$ cat config.mk
export PLATFORM = sky130hd
export DESIGN_NAME = int_iq_free_list_mp
export DESIGN_NICKNAME = d
export VERILOG_FILES = /design/src/rtl/int_iq_free_list_mp.sv
export SDC_FILE = /design/constraint.sdc
export NUM_CORES = 1
export LEC_CHECK = 0
export CAP_MARGIN = 20
export CORE_ASPECT_RATIO = 1.1
export CORE_MARGIN = 2
export CORE_UTILIZATION = 58
export DETAILED_ROUTE_END_ITERATION = 12
export PLACE_DENSITY = 0.81
export REMOVE_ABC_BUFFERS = 1
export SYNTH_ARGS = -nofsm -noshare
export SYNTH_HDL_FRONTEND = slang
export SYNTH_SLANG_ARGS = --single-unit
$ cat constraint.sdc
create_clock -name Clk -period 4.05 [get_ports Clk]
set_clock_uncertainty 0.05 [all_clocks]
set_input_delay 1.215 -clock Clk [delete_from_list [all_inputs] [get_ports Clk]]
set_output_delay 1.215 -clock Clk [all_outputs]
set_load 0.1 [all_outputs]
$ cat src/rtl/int_iq_free_list_mp.sv
// Multi-port free-index list for the integer issue queue.
// Zero-latency peek on the read ports, compacted pushes, and sticky overflow/underflow flags.
module int_iq_free_list_mp #(
  parameter int unsigned ENTRY_W        = 5,
  parameter int unsigned DEPTH          = 8,
  parameter int unsigned PRELOAD_BASE   = 0,
  parameter int unsigned PRELOAD_STRIDE = 4,
  parameter int unsigned RD_PORTS       = 2,
  parameter int unsigned WR_PORTS       = 2
) (
  input  logic                          Clk,
  input  logic                          Rest,
  input  logic [RD_PORTS-1:0]           RdReq,
  output logic [RD_PORTS*ENTRY_W-1:0]   RdData,
  output logic [RD_PORTS-1:0]           RdAvail,
  input  logic [WR_PORTS-1:0]           WrReq,
  input  logic [WR_PORTS*ENTRY_W-1:0]   WrData,
  input  logic                          CriqClean,
  output logic [$clog2(DEPTH):0]        Count,
  output logic                          CriqEmpty,
  output logic                          CriqFull,
  output logic                          ErrOvf,
  output logic                          ErrUdf
);

  localparam int unsigned PtrW = $clog2(DEPTH);
  localparam int unsigned CntW = PtrW + 1;

  function automatic logic [ENTRY_W-1:0] preload(input int unsigned i);
    return ENTRY_W'(PRELOAD_BASE + i * PRELOAD_STRIDE);
  endfunction

  logic [ENTRY_W-1:0] mem_q [DEPTH];
  logic [PtrW-1:0]    head_q, head_d, tail_q, tail_d;
  logic [CntW-1:0]    count_q, count_d;
  logic               ovf_q, ovf_d, udf_q, udf_d;

  logic [CntW-1:0]    n_pop, n_push, free_slots;
  logic               pop_run, udf_hit, ovf_hit;
  logic [WR_PORTS-1:0] wr_acc;
  logic [PtrW-1:0]    wr_idx [WR_PORTS];

  always_comb begin
    n_pop   = '0;
    pop_run = 1'b1;
    udf_hit = 1'b0;
    // Accept only the leading run of requests that have data; anything past it is an error.
    for (int unsigned k = 0; k < RD_PORTS; k++) begin
      if (pop_run && RdReq[k] && (count_q > CntW'(k))) begin
        n_pop = n_pop + CntW'(1);
      end else begin
        pop_run = 1'b0;
        if (RdReq[k]) udf_hit = 1'b1;
      end
    end

    // Free space uses pre-pop occupancy: no same-cycle credit from pops.
    free_slots = CntW'(DEPTH) - count_q;
    n_push     = '0;
    ovf_hit    = 1'b0;
    for (int unsigned w = 0; w < WR_PORTS; w++) begin
      wr_acc[w] = 1'b0;
      wr_idx[w] = tail_q + n_push[PtrW-1:0];
      if (WrReq[w]) begin
        if (n_push < free_slots) begin
          wr_acc[w] = 1'b1;
          n_push    = n_push + CntW'(1);
        end else begin
          ovf_hit = 1'b1;
        end
      end
    end

    head_d  = head_q + n_pop[PtrW-1:0];
    tail_d  = tail_q + n_push[PtrW-1:0];
    count_d = count_q - n_pop + n_push;
    ovf_d   = ovf_q | ovf_hit;
    udf_d   = udf_q | udf_hit;

    if (CriqClean) begin
      head_d  = '0;
      tail_d  = '0;
      count_d = CntW'(DEPTH);
      ovf_d   = 1'b0;
      udf_d   = 1'b0;
    end
  end

  always_ff @(posedge Clk or negedge Rest) begin
    if (!Rest) begin
      for (int unsigned i = 0; i < DEPTH; i++) mem_q[i] <= preload(i);
      head_q  <= '0;
      tail_q  <= '0;
      count_q <= CntW'(DEPTH);
      ovf_q   <= 1'b0;
      udf_q   <= 1'b0;
    end else begin
      if (CriqClean) begin
        for (int unsigned i = 0; i < DEPTH; i++) mem_q[i] <= preload(i);
      end else begin
        for (int unsigned w = 0; w < WR_PORTS; w++) begin
          if (wr_acc[w]) mem_q[wr_idx[w]] <= WrData[w*ENTRY_W +: ENTRY_W];
        end
      end
      head_q  <= head_d;
      tail_q  <= tail_d;
      count_q <= count_d;
      ovf_q   <= ovf_d;
      udf_q   <= udf_d;
    end
  end

  always_comb begin
    for (int unsigned k = 0; k < RD_PORTS; k++) begin
      RdData[k*ENTRY_W +: ENTRY_W] = mem_q[head_q + PtrW'(k)];
      RdAvail[k]                   = count_q > CntW'(k);
    end
  end

  assign Count     = count_q;
  assign CriqEmpty = (count_q == '0);
  assign CriqFull  = (count_q == CntW'(DEPTH));
  assign ErrOvf    = ovf_q;
  assign ErrUdf    = udf_q;

endmodule

After elaboration in Yosys (flattened, before gate mapping)
Cells that the tools add are included.

word-level totals
  bits in registers = 52
  latch bits = 0
  bits in writable memories = 0
  ROM bits = 0
  input bits = 17
  output and inout port bits = 20
  word-level logic and storage cells = 85
  memories = 0

cells by class
  $add $sub $neg = 9
  $mul = 0
  divide/modulo/power cells = 0
  order comparisons = 10
  eq/ne operators = 1
  shift operators = 0
  multiplexer cells = 40
  bitwise gates (word level) = 6
  reductions and logical operators = 6

operators by type and width
  kind                   count
  $mux W40               4
  $bwmux W40             2
  $bmux W5 S3            2
  $demux W5 S3           2
  $mux W5                6
  $mux W1                18
  $ge A4 B4 Y1 const B   4
  $not A3 Y4             4
  $mux W4                3
  $add A3 B3 Y3          3
  $gt A4 B1 Y1 const B   2
  $lt A4 B1 Y1 const B   2
  $mux W3                2
  $logic_and A1 B1 Y1    5
  $add A4 B1 Y4 const B  1
  $add A4 B4 Y4          1
  $eq A4 B4 Y1 const B   1
  $logic_not A4 Y1       1
  $lt A1 B4 Y1 const A   1
  $lt A4 B4 Y1           1
  $sub A4 B4 Y4          1
  $sub A4 B4 Y4 const A  1
  $add A3 B1 Y3 const B  1
  $add A1 B1 Y2 const B  1
  other kinds (2)        3

Logic depth before layout (Yosys ltp)
  depth in word-level cells = 13
  mapped depth = 16
  mapped depth without buffers = 14

Worst setup path before layout
OpenSTA, ideal clock, no wires.

  path kind = register to register
  start point = register count_q[1], in the netlist Count[1]
  end point = register count_q[3], in the netlist Count[3]
  library setup time = 81 ps
  data arrival time = 5,030 ps
  data required time = 3,919 ps
  slack = -1,111 ps
  stages on the path, launching flop included = 14
  path buffers = 0
  period minus slack after synthesis = 5,161 ps
  path through = dfrtp_1 -> inv_1 -> ha_1 -> nand2b_1 -> a22oi_1 -> and3_1 -> ha_1 -> fa_1 -> inv_1 -> ha_1 -> a21o_1 -> a21oi_1 -> xnor2_1 -> nand2_1

on the way
  elaborated cells on any way between the ends = 20
  those cells by class = add/sub (5); order compare (4); mux (8); reduce/logical (3)

RTL lines
  what                    RTL line  text
  start, declared         35        logic [CntW-1:0] count_q, count_d;
  start signal, assigned  94        count_q <= CntW'(DEPTH);
  start signal, assigned  107       count_q <= count_d;
  $gt A4 B1 Y1            --
  net RdAvail[1]          15        output logic [RD_PORTS-1:0] RdAvail,
  $logic_and A1 B1 Y1     49        if (pop_run && RdReq[k] && (count_q > CntW'(k))) begin
  $mux W2                 49
  $sub A4 B4 Y4           76        count_d = count_q - n_pop + n_push;
  $add A4 B4 Y4           76
  $mux W4                 80        if (CriqClean) begin
  net count_d[3]          35

The timed path passes the listed nets, and every way through them passes these cells.

Worst setup path after layout
  start point = input port WrReq[0]
  end point = register count_q[3], in the netlist Count[3]

on the way
  cells in the longest elaborated chain, start to end = 6
  elaborated cells on any way between the ends = 7
  those cells by class = add/sub (2); order compare (1); mux (4)

ends and longest elaborated chain
  what                                                  RTL line  text
  start, declared                                       16        input logic [WR_PORTS-1:0] WrReq,
  $mux W1 *                                             64        if (WrReq[w]) begin
  $add A4 B1 Y4 / $lt A4 B4 Y1 (equally long branches)  67, 65
  $mux W4                                               65        if (n_push < free_slots) begin
  $mux W4 *                                             64
  $add A4 B4 Y4 *                                       76
  $mux W4 *                                             80
  net count_d[3]                                        35

The timed path passes the listed nets; every way through them passes the cells marked *.

==> summary.txt <==
Timing
  – Final setup vio count: 0
  – Final slew viol count: 0
  – Worst hold slack: about 460 ps
  – Final Cycle Share: between 90% and 100%
  – Minimum clock period: around 3700 ps
  – Slew headroom: roughly a third
  – Hold Vio Cnt, Final: 0
  – RSZ-0062 raised after global routing: false
  – Worst-margin pin slew: just under 1000 ps
  – Fmax: roughly 0.27 GHz

Place
  – Post-DP HPWL: 7.17 mm
  – Placer congestion estimate: 0.877
  – # port buffers: 36

Global route
  – GRT Util Overall: between 20 and 30%
  – Global-route wire length before repair: about 17 mm
  – Met3 Use GR: approximately 4.3%
  – Grt met1 use: between 30% and 40%
  – Overflow after GRT: 0
  – Largest net degree at the start of global routing: 36
  – Vias in the first global route: between 3000 and 4000
  – Gr busiest metal: met2
  – Global Route met2 Usage: a little under half
  – Initial antenna violation count: 0

Final layout
  – Share of cells above drive strength 1: between 20% and 30%
  – Utilization after layout: between 60% and 70%
  – Fillers: 520
  – Area growth from synthesis to final layout: 12.5%
  – Final #Nets: around 430
  – Number of antenna diodes: 0

Synthesis
  – Synth area leaders: dfrtp_1, mux4_2, mux2i_1
  – Ys flop type: dfrtp_1
  – Syn Area/Cell: approximately 11 µm²
  – Synth warnings: 0
  – Post-synth top area cell: dfrtp_1
  – Number of flops mapped to enable cells by yosys: 0
  – Cell variety after synth: 54
  – Post-Syn Instances: roughly 370
  – Share of synthesized registers carrying an async set or reset: 100%
  – Area fraction of the dominant cell type after synthesis: between 20% and 30%
  – Seq/Total Area, Yosys: around a third
  – Synthesized cell area: approximately 4000 µm²
  – Synthesized flop and latch total: 52

CTS
  – Cts-stage hold buffer count: 0
  – Clock Latency Late Sink: roughly 320 ps
  – Clk buf depth: 2
  – Number of buffers created by CTS: 5
  – CTS tree: built
  – Sink Count: 52
  – Setup Buffers After CTS: 0
  – H-Tree Depth: 2
  – Clock slew at reported path FFs: around 100 ps
  – Post-CTS Resized: 0
  – CTS root buf: clkbuf_8

Drt
  – Post-route ant nets: 0
  – Vias: 3073
  – TritonRoute pass-1 iters: 4
  – Vias per cell: between 6 and 7
  – Routed wire length: slightly below 10 mm
  – WL/cell: about 21 µm
  – DRC Markers: 0
  – Initial DRC count: about 320

Floorplanning
  – I/O pin count: 37
  – Die height: 90.8 µm
  – Number of core rows: 31
  – Placeable Area: approximately 6600 µm²
  – Starting density of the core: 60.2%
  – Die area: between 7000 and 8000 µm²
  – Die W: 82.9 µm

Setup path
  – Delay-heaviest family, CP: adder cells
  – Critical path class: in2reg
  – Worst r2r src: Count[1]
  – R2R Setup Slk: around 570 ps
  – CP Launch Type: input port
  – Reg2Reg Capture Point: Count[3]
  – Crit. End Element: flip-flop
  – Worst-path fanout max: 2
  – R2R depth: 14
  – Critical Path RT: roughly 4300 ps
  – Critical Path AT: a little under 4000 ps
  – Max incr delay on CP: ~490 ps
  – Buf/Inv on CP: 2
  – Crit path max-delay cell type: fa_1
  – CP cell instances: clkdlybuf4s50_1 > mux2_1 > a22oi_2 > and2_2 > ha_1 > nand2_1 > fa_1 > inv_1 > ha_1 > a21o_1 > a21oi_1 > xnor2_1 > nand2_1

Min path
  – Hold Path End: ErrOvf
  – HP Class: reg2reg
  – WHS Path Cells: 2
  – Hold path startpoint: ErrOvf

Status
  – Status: complete, no violations

Job
  – Max Cap Viol: 0
-- state kept, by name, summed over array words and instances (netlist names) --
signal,flops
tail_q,3
ErrOvf,1
mem_q,40
head_q,3
Count,4
ErrUdf,1
-- cell usage after synthesis (all sizes together) (10+ instances only) --
library cell  instances
ha                   17
mux4                 20
a21oi                15
a211oi               27
clkbuf               13
nor3                 12
nand2                10
mux2                 12
dfrtp                39
buf                  16
dfstp                13
inv                  14
mux2i                39
nor2                 42
-- worst register-to-register path: cells and delay by family, from the launching register on --
family                   cells  cell delay [ps]
adder cells (fa/ha/maj)      4             1260
AND/OR/NAND/NOR              4              710
flip-flops                   1              470
AO/OA/AOI/OAI                3              450
buffers and inverters        2              330
XOR/XNOR                     1              140
-- worst max-delay path by stage --
stage                         from        to  slack [ps]  depth (start not counted)
final                     WrReq[0]  Count[3]         320                         13
after floorplan           Count[1]  Count[3]       -1110                         13
after global placement    WrReq[0]  Count[3]          80                         13
after detailed placement  WrReq[0]  Count[3]         -30                         13
after global routing      WrReq[0]  Count[3]         170                         13
after CTS                 WrReq[0]  Count[3]         320                         13
-- per-stage QoR --
step                      std cells  setup TNS, ps  setup WS (ps)  area, µm²
final                           473              0            318       4470
after global routing            473              0            166       4470
after CTS                       473              0            320       4470
after detailed placement        465          -26.4          -26.4       4370
after global placement          465              0           79.9       4370
after floorplan                 336          -6000          -1110       3820
-- layout by cell type, fill, tap and decap left out, types with 4 or more instances in the layout --
master,count
mux2_2,11
a211oi_1,26
nand3_1,6
nor3_1,12
nor2b_1,6
clkdlybuf4s50_1,16
dfstp_2,13
nand2_1,10
o21ai_0,4
mux4_2,20
nor2_1,42
clkbuf_8,6
ha_1,17
dfrtp_1,39
mux2i_1,39
inv_1,13
fa_1,4
xnor2_1,4
buf_12,5
a21oi_1,15
o211ai_4,7
a31oi_1,4
buf_4,24
-- per-layer routing --
layer  part of all wire (%)  wire length, µm
met5                      0                0
met4                    3.5              346
met3                    8.6              856
met2                     49             4900
met1                     38             3810
-- logic make-up (layout without fill, tap and decap cells) --
family,after synthesis,in the layout,share of synthesized area [%]
adder cells (fa/ha/maj),21,21,7.38
buffers and inverters,43,69,5.17
flip-flops,52,52,33.2
multiplexers,71,71,24.6
XOR/XNOR,7,7,1.54
AND/OR/NAND/NOR,98,98,12.4
AO/OA/AOI/OAI,73,73,15.7
-- area by class of cell --
type / count / area (µm²) / area share [%]
clock inverter: 2 / 15.0 / 0.336
tap: 82 / 103 / 2.30
clock buffer: 6 / 82.6 / 1.85
sequential: 52 / 1320 / 29.5
timing repair buffer: 47 / 450 / 10.1
inverter: 14 / 52.6 / 1.18
multi-input combinational: 270 / 2450 / 54.8
Power is left out: the tool's default activity adds up to more than one toggle a clock period on the data nets, which glitch-free logic cannot reach.
